## src/rtl/vga_pkg.sv

```systemverilog
// Shared VGA timing constants (640x480 @ 60 Hz defaults) and the sync bundle type.
package vga_pkg;

    localparam int unsigned VGA_LARGURA = 10;

    localparam int unsigned H_ATIVO_PAD = 640;
    localparam int unsigned H_FP_PAD    = 16;
    localparam int unsigned H_SYNC_PAD  = 96;
    localparam int unsigned H_BP_PAD    = 48;
    localparam int unsigned V_ATIVO_PAD = 480;
    localparam int unsigned V_FP_PAD    = 10;
    localparam int unsigned V_SYNC_PAD  = 2;
    localparam int unsigned V_BP_PAD    = 33;

    localparam int unsigned H_TOTAL_PAD = H_ATIVO_PAD + H_FP_PAD + H_SYNC_PAD + H_BP_PAD;
    localparam int unsigned V_TOTAL_PAD = V_ATIVO_PAD + V_FP_PAD + V_SYNC_PAD + V_BP_PAD;

    // Active-window bounds in raw counter coordinates; renderers subtract X_INICIO/Y_INICIO.
    localparam int unsigned X_INICIO = H_SYNC_PAD + H_BP_PAD;
    localparam int unsigned X_FIM    = X_INICIO + H_ATIVO_PAD;
    localparam int unsigned Y_INICIO = V_SYNC_PAD + V_BP_PAD;
    localparam int unsigned Y_FIM    = Y_INICIO + V_ATIVO_PAD;

    typedef struct packed {
        logic hs;
        logic vs;
        logic blank_n;
    } vga_sinc_t;

    localparam int unsigned SINC_LARGURA = $bits(vga_sinc_t);

    // Idle bundle value: hs=1, vs=1, blank_n=0.
    localparam logic [SINC_LARGURA-1:0] SINC_RESET = 3'b110;

endpackage

```

## src/rtl/vga_atraso.sv

```systemverilog
// Fixed-depth register chain with per-bit reset values; depth 0 is a plain wire.
module vga_atraso #(
    parameter int unsigned          LARGURA      = 3,
    parameter int unsigned          PROFUNDIDADE = 1,
    parameter logic [LARGURA-1:0]   VALOR_RESET  = '0
) (
    input  logic               clk,
    input  logic               rst_n,
    input  logic [LARGURA-1:0] entrada,
    output logic [LARGURA-1:0] saida
);

    if (PROFUNDIDADE == 0) begin : g_direto
        assign saida = entrada;
    end else begin : g_cadeia
        logic [LARGURA-1:0] estagio [PROFUNDIDADE];

        always_ff @(posedge clk or negedge rst_n) begin
            if (!rst_n) begin
                for (int i = 0; i < int'(PROFUNDIDADE); i++) estagio[i] <= VALOR_RESET;
            end else begin
                estagio[0] <= entrada;
                for (int i = 1; i < int'(PROFUNDIDADE); i++) estagio[i] <= estagio[i-1];
            end
        end

        assign saida = estagio[PROFUNDIDADE-1];
    end

endmodule

```

## src/rtl/vga_temporizador.sv

```systemverilog
// VGA raster timing: h/v counters, sync/blank generation aligned to the colour pipeline,
// frame-start pulse and an 8-bit frame counter for animation.
module vga_temporizador
    import vga_pkg::*;
#(
    parameter int unsigned H_ATIVO = H_ATIVO_PAD,
    parameter int unsigned H_FP    = H_FP_PAD,
    parameter int unsigned H_SYNC  = H_SYNC_PAD,
    parameter int unsigned H_BP    = H_BP_PAD,
    parameter int unsigned V_ATIVO = V_ATIVO_PAD,
    parameter int unsigned V_FP    = V_FP_PAD,
    parameter int unsigned V_SYNC  = V_SYNC_PAD,
    parameter int unsigned V_BP    = V_BP_PAD,
    parameter int unsigned ATRASO  = 1
) (
    input  logic                   VGA_CLK,
    input  logic                   reset_n,
    output logic [VGA_LARGURA-1:0] VGA_X,
    output logic [VGA_LARGURA-1:0] VGA_Y,
    output logic                   VGA_HS,
    output logic                   VGA_VS,
    output logic                   VGA_BLANK_N,
    output logic                   VGA_SYNC_N,
    output logic                   inicio_quadro,
    output logic [7:0]             contador_quadros
);

    localparam logic [VGA_LARGURA-1:0] H_ULTIMO = VGA_LARGURA'(H_ATIVO + H_FP + H_SYNC + H_BP - 1);
    localparam logic [VGA_LARGURA-1:0] V_ULTIMO = VGA_LARGURA'(V_ATIVO + V_FP + V_SYNC + V_BP - 1);
    localparam logic [VGA_LARGURA-1:0] H_SINC   = VGA_LARGURA'(H_SYNC);
    localparam logic [VGA_LARGURA-1:0] V_SINC   = VGA_LARGURA'(V_SYNC);
    localparam logic [VGA_LARGURA-1:0] H_INI    = VGA_LARGURA'(H_SYNC + H_BP);
    localparam logic [VGA_LARGURA-1:0] H_FIM    = VGA_LARGURA'(H_SYNC + H_BP + H_ATIVO);
    localparam logic [VGA_LARGURA-1:0] V_INI    = VGA_LARGURA'(V_SYNC + V_BP);
    localparam logic [VGA_LARGURA-1:0] V_FIM    = VGA_LARGURA'(V_SYNC + V_BP + V_ATIVO);

    logic [VGA_LARGURA-1:0] h;
    logic [VGA_LARGURA-1:0] v;
    logic [VGA_LARGURA-1:0] h_prox;
    logic [VGA_LARGURA-1:0] v_prox;
    vga_sinc_t              bruto;
    vga_sinc_t              atrasado;

    // Next raster position; v only moves on an h wrap.
    always_comb begin
        h_prox = h + VGA_LARGURA'(1);
        v_prox = v;
        if (h == H_ULTIMO) begin
            h_prox = '0;
            v_prox = (v == V_ULTIMO) ? '0 : v + VGA_LARGURA'(1);
        end
    end

    // The frame pulse is decoded from the next position so it lines up with VGA_X=0.
    always_ff @(posedge VGA_CLK or negedge reset_n) begin
        if (!reset_n) begin
            h                <= '0;
            v                <= '0;
            inicio_quadro    <= 1'b0;
            contador_quadros <= '0;
        end else begin
            h             <= h_prox;
            v             <= v_prox;
            inicio_quadro <= (h_prox == '0) && (v_prox == V_FIM);
            if (inicio_quadro) contador_quadros <= contador_quadros + 8'd1;
        end
    end

    always_comb begin
        bruto         = '0;
        bruto.hs      = !(h < H_SINC);
        bruto.vs      = !(v < V_SINC);
        bruto.blank_n = (h >= H_INI) && (h < H_FIM) && (v >= V_INI) && (v < V_FIM);
    end

    // Matches the renderer's colour latency so sync/blank stay aligned with pixels.
    vga_atraso #(
        .LARGURA      (SINC_LARGURA),
        .PROFUNDIDADE (ATRASO),
        .VALOR_RESET  (SINC_RESET)
    ) u_atraso (
        .clk     (VGA_CLK),
        .rst_n   (reset_n),
        .entrada (bruto),
        .saida   (atrasado)
    );

    assign VGA_X       = h;
    assign VGA_Y       = v;
    assign VGA_HS      = atrasado.hs;
    assign VGA_VS      = atrasado.vs;
    assign VGA_BLANK_N = atrasado.blank_n;
    assign VGA_SYNC_N  = 1'b0;

endmodule

```

## config.mk

```make
export PLATFORM = sky130hd
export DESIGN_NAME = vga_temporizador
export DESIGN_NICKNAME = d
export VERILOG_FILES = /design/src/rtl/vga_pkg.sv /design/src/rtl/vga_atraso.sv /design/src/rtl/vga_temporizador.sv
export SDC_FILE = /design/constraint.sdc
export NUM_CORES = 1
export LEC_CHECK = 0
export ABC_CLOCK_PERIOD_IN_PS = 3500
export CAP_MARGIN = 30
export CORE_UTILIZATION = 55
export CTS_CLUSTER_DIAMETER = 50
export DETAILED_ROUTE_END_ITERATION = 16
export HOLD_SLACK_MARGIN = 0.15
export PLACE_DENSITY = 0.92
export SETUP_SLACK_MARGIN = 0.5
export SLEW_MARGIN = 10
export SYNTH_ARGS = -nofsm -noshare
export SYNTH_HDL_FRONTEND = slang
export SYNTH_SLANG_ARGS = --single-unit
```

## constraint.sdc

```tcl
create_clock -name VGA_CLK -period 3.5 [get_ports VGA_CLK]
set_clock_uncertainty 0.1 [all_clocks]
set_input_delay 0.7 -clock VGA_CLK [delete_from_list [all_inputs] [get_ports VGA_CLK]]
set_output_delay 0.7 -clock VGA_CLK [all_outputs]
set_load 0.03 [all_outputs]
```

* Word level (Yosys, flattened, before mapping)
Cells that the tools add are included.
Operators by class: add/sub/neg operators 3, $lt $le $gt $ge 6, equal/unequal tests 3, multiplexer cells 3, reduce and logical (&&, ||, !) cells 7
Operators with widths (number):
- == test 10 bit, second input constant | 3
- two-way mux 10 bit | 3
- adder 10 x 1 -> 10 bit, second input constant | 2
- < comparator 10 bit, second input constant | 2
- >= comparator 10 x 6 -> 1 bit, second input constant | 1
- >= comparator 10 x 8 -> 1 bit, second input constant | 1
- logical NOT 10 bit | 1
- < comparator 10 x 2 -> 1 bit, second input constant | 1
- < comparator 10 x 7 -> 1 bit, second input constant | 1
- adder 8 x 1 -> 8 bit, second input constant | 1
- logical AND 1 bit | 4
- logical NOT 1 bit | 2
Word-level totals: flip-flop bits (word level) 32, output and inout bits 33, logic and storage cells 27

* Logic depth before layout (Yosys ltp)
Gate-level depths: netlist (run 1).
depth in word-level cells 5, gate-level depth with buffers 9

* By module
Synthesis (run 1) repeated with hierarchy kept, for this count alone.
Unflattened totals: cell total of the unflattened synthesis 185, area total of the unflattened synthesis 1806.7 µm²
By module, submodules not included:
- vga_temporizador | instances 1, cells each 182, area each 1729.2 µm², seq. area each 725.7 µm²
- vga_atraso | instances 1, cells each 3, area each 77.6 µm², seq. area each 77.6 µm²

* Worst setup path before layout (run 1)
No wires, ideal clock.
path type reg2reg, start register h[0], in the netlist VGA_X[0], end register inicio_quadro, library setup time 95 ps, arrival time 2130 ps, slack 1175 ps, cell stages (with the launch flop) 9, path buffers 1, period minus slack after synthesis 2325 ps, cells stage by stage dfrtp_1 -> ha_1 -> and4_1 -> buf_4 -> nand4_4 -> o21a_1 -> nor4_1 -> nand4b_1 -> nor4b_2
Between the ends: longest elaborated chain between the ends 4
RTL lines:
- start: declaration | RTL line vga_temporizador.sv:37 | logic [VGA_LARGURA-1:0] h;
- start signal: assignment | RTL line vga_temporizador.sv:62 | h <= h_prox;
- adder 10 x 1 -> 10 bit or == test 10 bit (tied branches) | RTL line vga_temporizador.sv:46, vga_temporizador.sv:48
- two-way mux 10 bit | RTL line vga_temporizador.sv:48 | if (h == H_ULTIMO) begin
- logical NOT 10 bit or == test 10 bit (tied branches) | RTL line vga_temporizador.sv:64 | inicio_quadro <= (h_prox == '0) && (v_prox == V_FIM);
- logical AND 1 bit * | RTL line vga_temporizador.sv:64
- end signal: assignment | RTL line vga_temporizador.sv:64
- end: declaration | RTL line vga_temporizador.sv:24 | output logic inicio_quadro,
Every way passes the cells marked *; elsewhere a longest branch is shown, timed or not. A chain may end at the register's enable or synchronous reset.

* Worst setup path in the final report (run 1)
start register v[5], in the netlist VGA_Y[5], end output VGA_Y[5]
RTL lines:
- start: declaration | RTL line vga_temporizador.sv:38 | logic [VGA_LARGURA-1:0] v;
- start signal: assignment | RTL line vga_temporizador.sv:63 | v <= v_prox;
- end: declaration | RTL line vga_temporizador.sv:19 | output logic [VGA_LARGURA-1:0] VGA_Y,
No word-level cell between the ends.

==> results of run 1 <==
logic make-up after synthesis:
group / Yosys count / synth area share
and+or+nand+nor: 89 / 0.277
DFF: 32 / 0.442
AOI/OAI and AO/OA: 25 / 0.0922
xor gates and xnor gates: 17 / 0.0819
buffers and inverters: 14 / 0.0482
adders and majority gates: 5 / 0.0344
muxes: 4 / 0.0227
other: 1 / 0.00206
stage by stage:
stage	worst slack, ps	std cells	hold WS (ps)
floorplan	1180	187	304
global placement	1260	256	357
detailed placement	1160	256	359
CTS	1060	264	374
global route	845	264	399
finish	1070	264	374
power by group:
group          switching [mW]  internal, mW
combinational         0.00807       0.00171
sequential                  0         0.370
clock                   0.121        0.0781
total                   0.129         0.449
path summary, 6_finish.rpt:
path	to	slack [ps]	cells past startpoint
worst min register to register	contador_quadros[7]	370	1
worst max register to register	inicio_quadro	1120	7
min in group asynchronous	contador_quadros[4]	650	2
max in group asynchronous	u_atraso.saida[1]	2320	2
worst min-delay path	contador_quadros[7]	370	1
worst max-delay path	VGA_Y[5]	1070	1
synthesized netlist by cell type (all sizes together) (2+ instances only):
library cell | n | area (sq um)
inv | 4 | 15.0
o211ai | 2 | 15.0
nor4 | 3 | 18.8
o21ai | 7 | 35.0
mux2i | 3 | 30.0
o21a | 2 | 15.0
a21oi | 3 | 15.0
buf | 8 | 63.8
or3 | 4 | 25.0
nor2 | 14 | 52.6
dfrtp | 30 | 751
nand2 | 21 | 78.8
or4 | 4 | 35.0
nand4 | 7 | 58.8
ha | 5 | 62.6
xnor2 | 12 | 105
dfstp | 2 | 52.6
and3 | 2 | 13.8
nand4b | 2 | 17.5
nor3 | 12 | 60.1
xor2 | 5 | 43.8
a21o | 2 | 15.0
or2 | 3 | 18.8
nand3 | 10 | 55.1
cells in the final DEF, fill, tap and decap left out, types with 3 or more instances in the layout:
cell type         n
xnor2_1          12
o21ai_0           7
nor4_1            3
clkdlybuf4s50_1  33
ha_1              5
nor3_1           12
inv_1             4
nand4_1           6
xor2_1            5
nand2_1          21
clkbuf_4          5
dfrtp_1          30
nor2_1           14
nand3_1           9
or3_1             4
a21oi_1           3
mux2i_1           3
flip-flops by register name, summed over array words and instances (netlist names):
name	count
VGA_X	10
VGA_Y	10
contador_quadros	8
inicio_quadro	1
u_atraso.saida	3
cell type report:
cell class	instances	share of cell area
Timing Repair Buffer	34	0.154
Tap cell	44	0.0251
Inverter	5	0.00856
Clock inverter	1	0.00228
Clock buffer	7	0.0205
Sequential cell	32	0.366
Multi-Input combinational cell	141	0.423
routing by layer:
metal | vias up | part of all wire | global-route usage
met5 | - | 0 | 0
met4 | 0 | 0.017 | 0.123
met3 | 7 | 0.069 | 0.0742
met2 | 64 | 0.48 | 0.417
met1 | 726 | 0.43 | 0.323
li1 | 730 | - | -
==> run_results.csv, run 1 <==
group,metric,value,unit
outcome,outcome,"finished clean",
worst_setup_path,cp_max_fo,11,
synthesis,synth_edf_count,0,
timing,setup_tns,0,ps
worst_setup_path,crit_path_start,"VGA_Y[5]",
route,wirelength,3.85,mm
grt,antenna_found_initial,0,
clock_tree,htreeDepth,2,
route,dr.first_iter.drc_count,68,
min_path,hold_path.class,"reg -> reg",
route,vias,1527,
clock_tree,cts-resized-gates,0,
synthesis,synth_seq_cells,32,
power,pwr_density_cell,264,nW/um^2
worst_setup_path,crit_buf_inv,1,
die,die_w,59.5,um
worst_setup_path,critPathCaptureType,"output pin",
route,via_per_inst,5.78,
die,fp.dieH,59.5,um
clock_tree,cts_tree,"yes",
route,firstDrtPassIters,4,
layout,fin_util,0.706,
synthesis,netlist-cell-type-count,52,
synthesis,syn-num-nets,194,
worst_setup_path,timing.rr.start,"VGA_X[0]",
layout,fillers,250,
worst_setup_path,crit_path_max_incr_delay,740,ps
layout,nets,226,
timing,maxSlewViolCount,0,
placement,placed_area,2140,sq um
power,worst_ir_drop_vdd,0.198,mV
worst_setup_path,worstSetupPathType,"reg -> out",
power,leakagePower,0.904,nW
die,num_rows,20,
grt,grt.total_usage,0.260,
run,cap_violations,0,
placement,dp_hpwl,2.81,mm
min_path,hold_start,"contador_quadros[7]",
synthesis,ys.flop_type,"dfrtp_1",
timing,period_needed,2430,ps
route,ant_nets,0,
die,floorplan.initialDensity,0.586,
timing,rsz0062_at_grt,"false",
synthesis,async_flop_share,1.00,
synthesis,yosysWarnings,0,
clock_tree,hold_buffers,0,
clock_tree,postCtsSetupBuffers,0,
layout,regArea,803,sq um
power,total_power,0.578,mW
timing,max_freq,412,MHz
worst_setup_path,path_delay_family,"buffers and inverters",
timing,finalSetupViolCount,0,
route,avgRoutedWirePerCell,14.6,um
synthesis,syn_inst,187,
synthesis,syn-cell-area,1820,sq um
route,drcViolationCount,0,
clock_tree,cts-root-buf,"clkbuf_4",
die,core-area,3100,sq um
placement,place_congestion,0.896,
synthesis,syn_area_per_cell,9.72,sq um
clock_tree,clkLatencyLatePin,340,ps
worst_setup_path,path_cells,"clkdlybuf4s50_1",
worst_setup_path,crit_path_top_delay_cell,"clkdlybuf4s50_1",
layout,area.growth.synth_to_final,20.6,%
clock_tree,clk_pin_slew,90,ps
grt,grt_max_degree,33,
clock_tree,clock-sinks,32,
worst_setup_path,cp.required,2700,ps
layout,drive_above_1_share,0.0955,
die,dieArea,3540,sq um
layout,antennaDiodeCount,0,
clock_tree,numCtsBuffers,5,
worst_setup_path,critPathLaunchType,"register",
worst_setup_path,worstPathArrival,1630,ps
placement,portBuffers,33,
clock_tree,cts.path.max_buffers,2,
grt,grt_pass1_vias,1457,
grt,grt-ovfl-total,0,
synthesis,ys_seq_area_frac,0.442,
timing,fin_crit_sh,0.694,
layout,multi_input_area,927,sq um
timing,hold_viol,0,
layout,stdcell_area,2190,sq um
die,num_io_pins,35,
grt,grt_pass1_wl,6.62,mm
(Power assumes the default switching activity.)
==> inputs of run 2 (changes only) <==
- ABC_CLOCK_PERIOD_IN_PS: 3500 -> 2300
- CORE_UTILIZATION: 55 -> 51
- PLACE_DENSITY: 0.92 -> 0.87
- clock period: 3.5 -> 2.3 ns (I/O delays scaled with it)
==> run_results.csv, run 2 (synthesized netlist as in run 1, its figures left out) <==
group,metric,value,unit
power,pwr_density_cell,369,nW/um^2
route,avgRoutedWirePerCell,16.3,um
clock_tree,clkLatencyLatePin,340,ps
worst_setup_path,critPathCaptureType,"register",
worst_setup_path,rr_worst_depth,7,
placement,portBuffers,33,
grt,grt_pass1_wl,6.56,mm
power,switching_share,0.234,
layout,drive_above_1_share,0.366,
timing,period_needed,2110,ps
timing,max_freq,475,MHz
worst_setup_path,worstPathArrival,2250,ps
clock_tree,numCtsBuffers,5,
placement,place_congestion,0.863,
route,via_per_inst,5.88,
clock_tree,cts.path.max_buffers,2,
power,p_sw,0.218,mW
clock_tree,cts-root-buf,"clkbuf_4",
die,fp.dieH,61.7,um
route,vias,1764,
grt,grt_max_degree,33,
grt,grt.busiest_layer,"met2",
route,ant_nets,0,
route,dr.first_iter.drc_count,126,
timing,holdWs,378,ps
clock_tree,clk_pin_slew,100,ps
min_path,hold_path.class,"reg -> reg",
layout,layout_commonest_cell,"buf_4",
clock_tree,htreeDepth,2,
layout,antennaDiodeCount,0,
layout,final_cell_mix,"buf_4 (33), nand2_1 (21), dfrtp_1 (17)",
min_path,holdPathEnd,"contador_quadros[7]",
power,total_power,0.932,mW
worst_setup_path,cp_max_fo,10,
worst_setup_path,timing.rr.start,"VGA_X[0]",
power,leakagePower,1.14,nW
layout,nets,260,
die,floorplan.initialDensity,0.541,
layout,area.growth.synth_to_final,38.8,%
power,clkPwrFrac,0.380,
grt,grt-ovfl-total,0,
power,p_int,0.714,mW
min_path,hold_depth,1,
die,core-area,3360,sq um
die,num_rows,21,
power,worst_ir_drop_vdd,0.411,mV
power,power_frac_seq,0.603,
die,num_io_pins,35,
grt,grt_pass1_vias,1443,
worst_setup_path,timing.reg2reg.setup_slack,190,ps
timing,fin_crit_sh,0.915,
route,firstDrtPassIters,5,
worst_setup_path,cp.required,2440,ps
timing,rsz0062_at_grt,"true",
grt,grt_use_met2,0.358,
grt,antenna_found_initial,0,
clock_tree,clock-sinks,32,
die,die_w,61.7,um
grt,grt_use_met1,0.325,
clock_tree,cts_tree,"yes",
timing,finalSetupViolCount,0,
run,cap_violations,0,
route,drcViolationCount,0,
placement,dp_hpwl,2.84,mm
timing,hold_viol,0,
grt,use_met3,0.0663,
outcome,outcome,"finished clean",
timing,maxSlewViolCount,0,
layout,fillers,241,
power,combPwrFrac,0.017,
worst_setup_path,r2r-end,"inicio_quadro",
clock_tree,hold_buffers,0,
route,wirelength,4.90,mm
worst_setup_path,critPathLaunchType,"register",
die,dieArea,3810,sq um
grt,grt.total_usage,0.238,
timing,setup_tns,0,ps
worst_setup_path,worstSetupPathType,"reg -> reg",
min_path,hold_start,"contador_quadros[7]",
## run 2: how the worst max path moves through the flow
stage | startpoint | to | slack [ps] | depth (start not counted)
after floorplan | VGA_X[5] | inicio_quadro | 290 | 8
after CTS | VGA_Y[0] | u_atraso.saida[0] | 240 | 5
after global routing | VGA_X[0] | inicio_quadro | 100 | 7
after global placement | VGA_X[0] | inicio_quadro | 240 | 7
final | VGA_X[0] | inicio_quadro | 190 | 7
after detailed placement | VGA_X[1] | inicio_quadro | 170 | 7
## run 2: routing by layer
metal,wire length (um),vias to the layer above
li1,-,804
met1,1980,846
met2,2410,99
met3,369,15
met4,141,0
met5,0,-
## run 2: power by group through the flow
stage	clock (mW)	combinational, mW	sequential, mW
6_report	0.354	0.0155	0.562
3_5_place_dp	0	0.0161	0.573
5_1_grt	0.381	0.0185	0.562
4_1_cts	0.349	0.0161	0.562
3_3_place_gp	0	0.0162	0.573
2_1_floorplan	0	0.00343	0.573
## run 2: stage by stage
step / worst slack [ps] / area [sq um] / instances / utilization
floorplan: 287 / 1930 / 187 / -
global placement: 245 / 2230 / 258 / 0.662
detailed placement: 167 / 2230 / 258 / 0.662
CTS: 239 / 2310 / 271 / 0.686
global route: 101 / 2520 / 300 / 0.750
finish: 195 / 2520 / 300 / 0.750
## run 2: what timing repair did
item / CTS / global route
setup endpoints to repair: 38 / 24
pin swaps: 0 / 11
buffers inserted: 5 / 29
gates resized for setup: 48 / 26
## run 2: critical path, cell delays in order, from the launching register on
cell and delay (ps):
dfrtp_2 430, ha_4 180, and4_4 310, nand3_4 150, nor3_1 340, nand3_1 140
o21ai_0 100, nor4b_2 260
## run 2: area by class of cell
type	instances	area, sq um	share of cell area
multi-input combinational	141	1040	0.411
tap	46	57.6	0.0228
sequential	32	820	0.325
inverter	5	22.5	0.00892
clock inverter	1	7.51	0.00297
timing repair buffer	68	526	0.208
clock buffer	7	55.1	0.0218
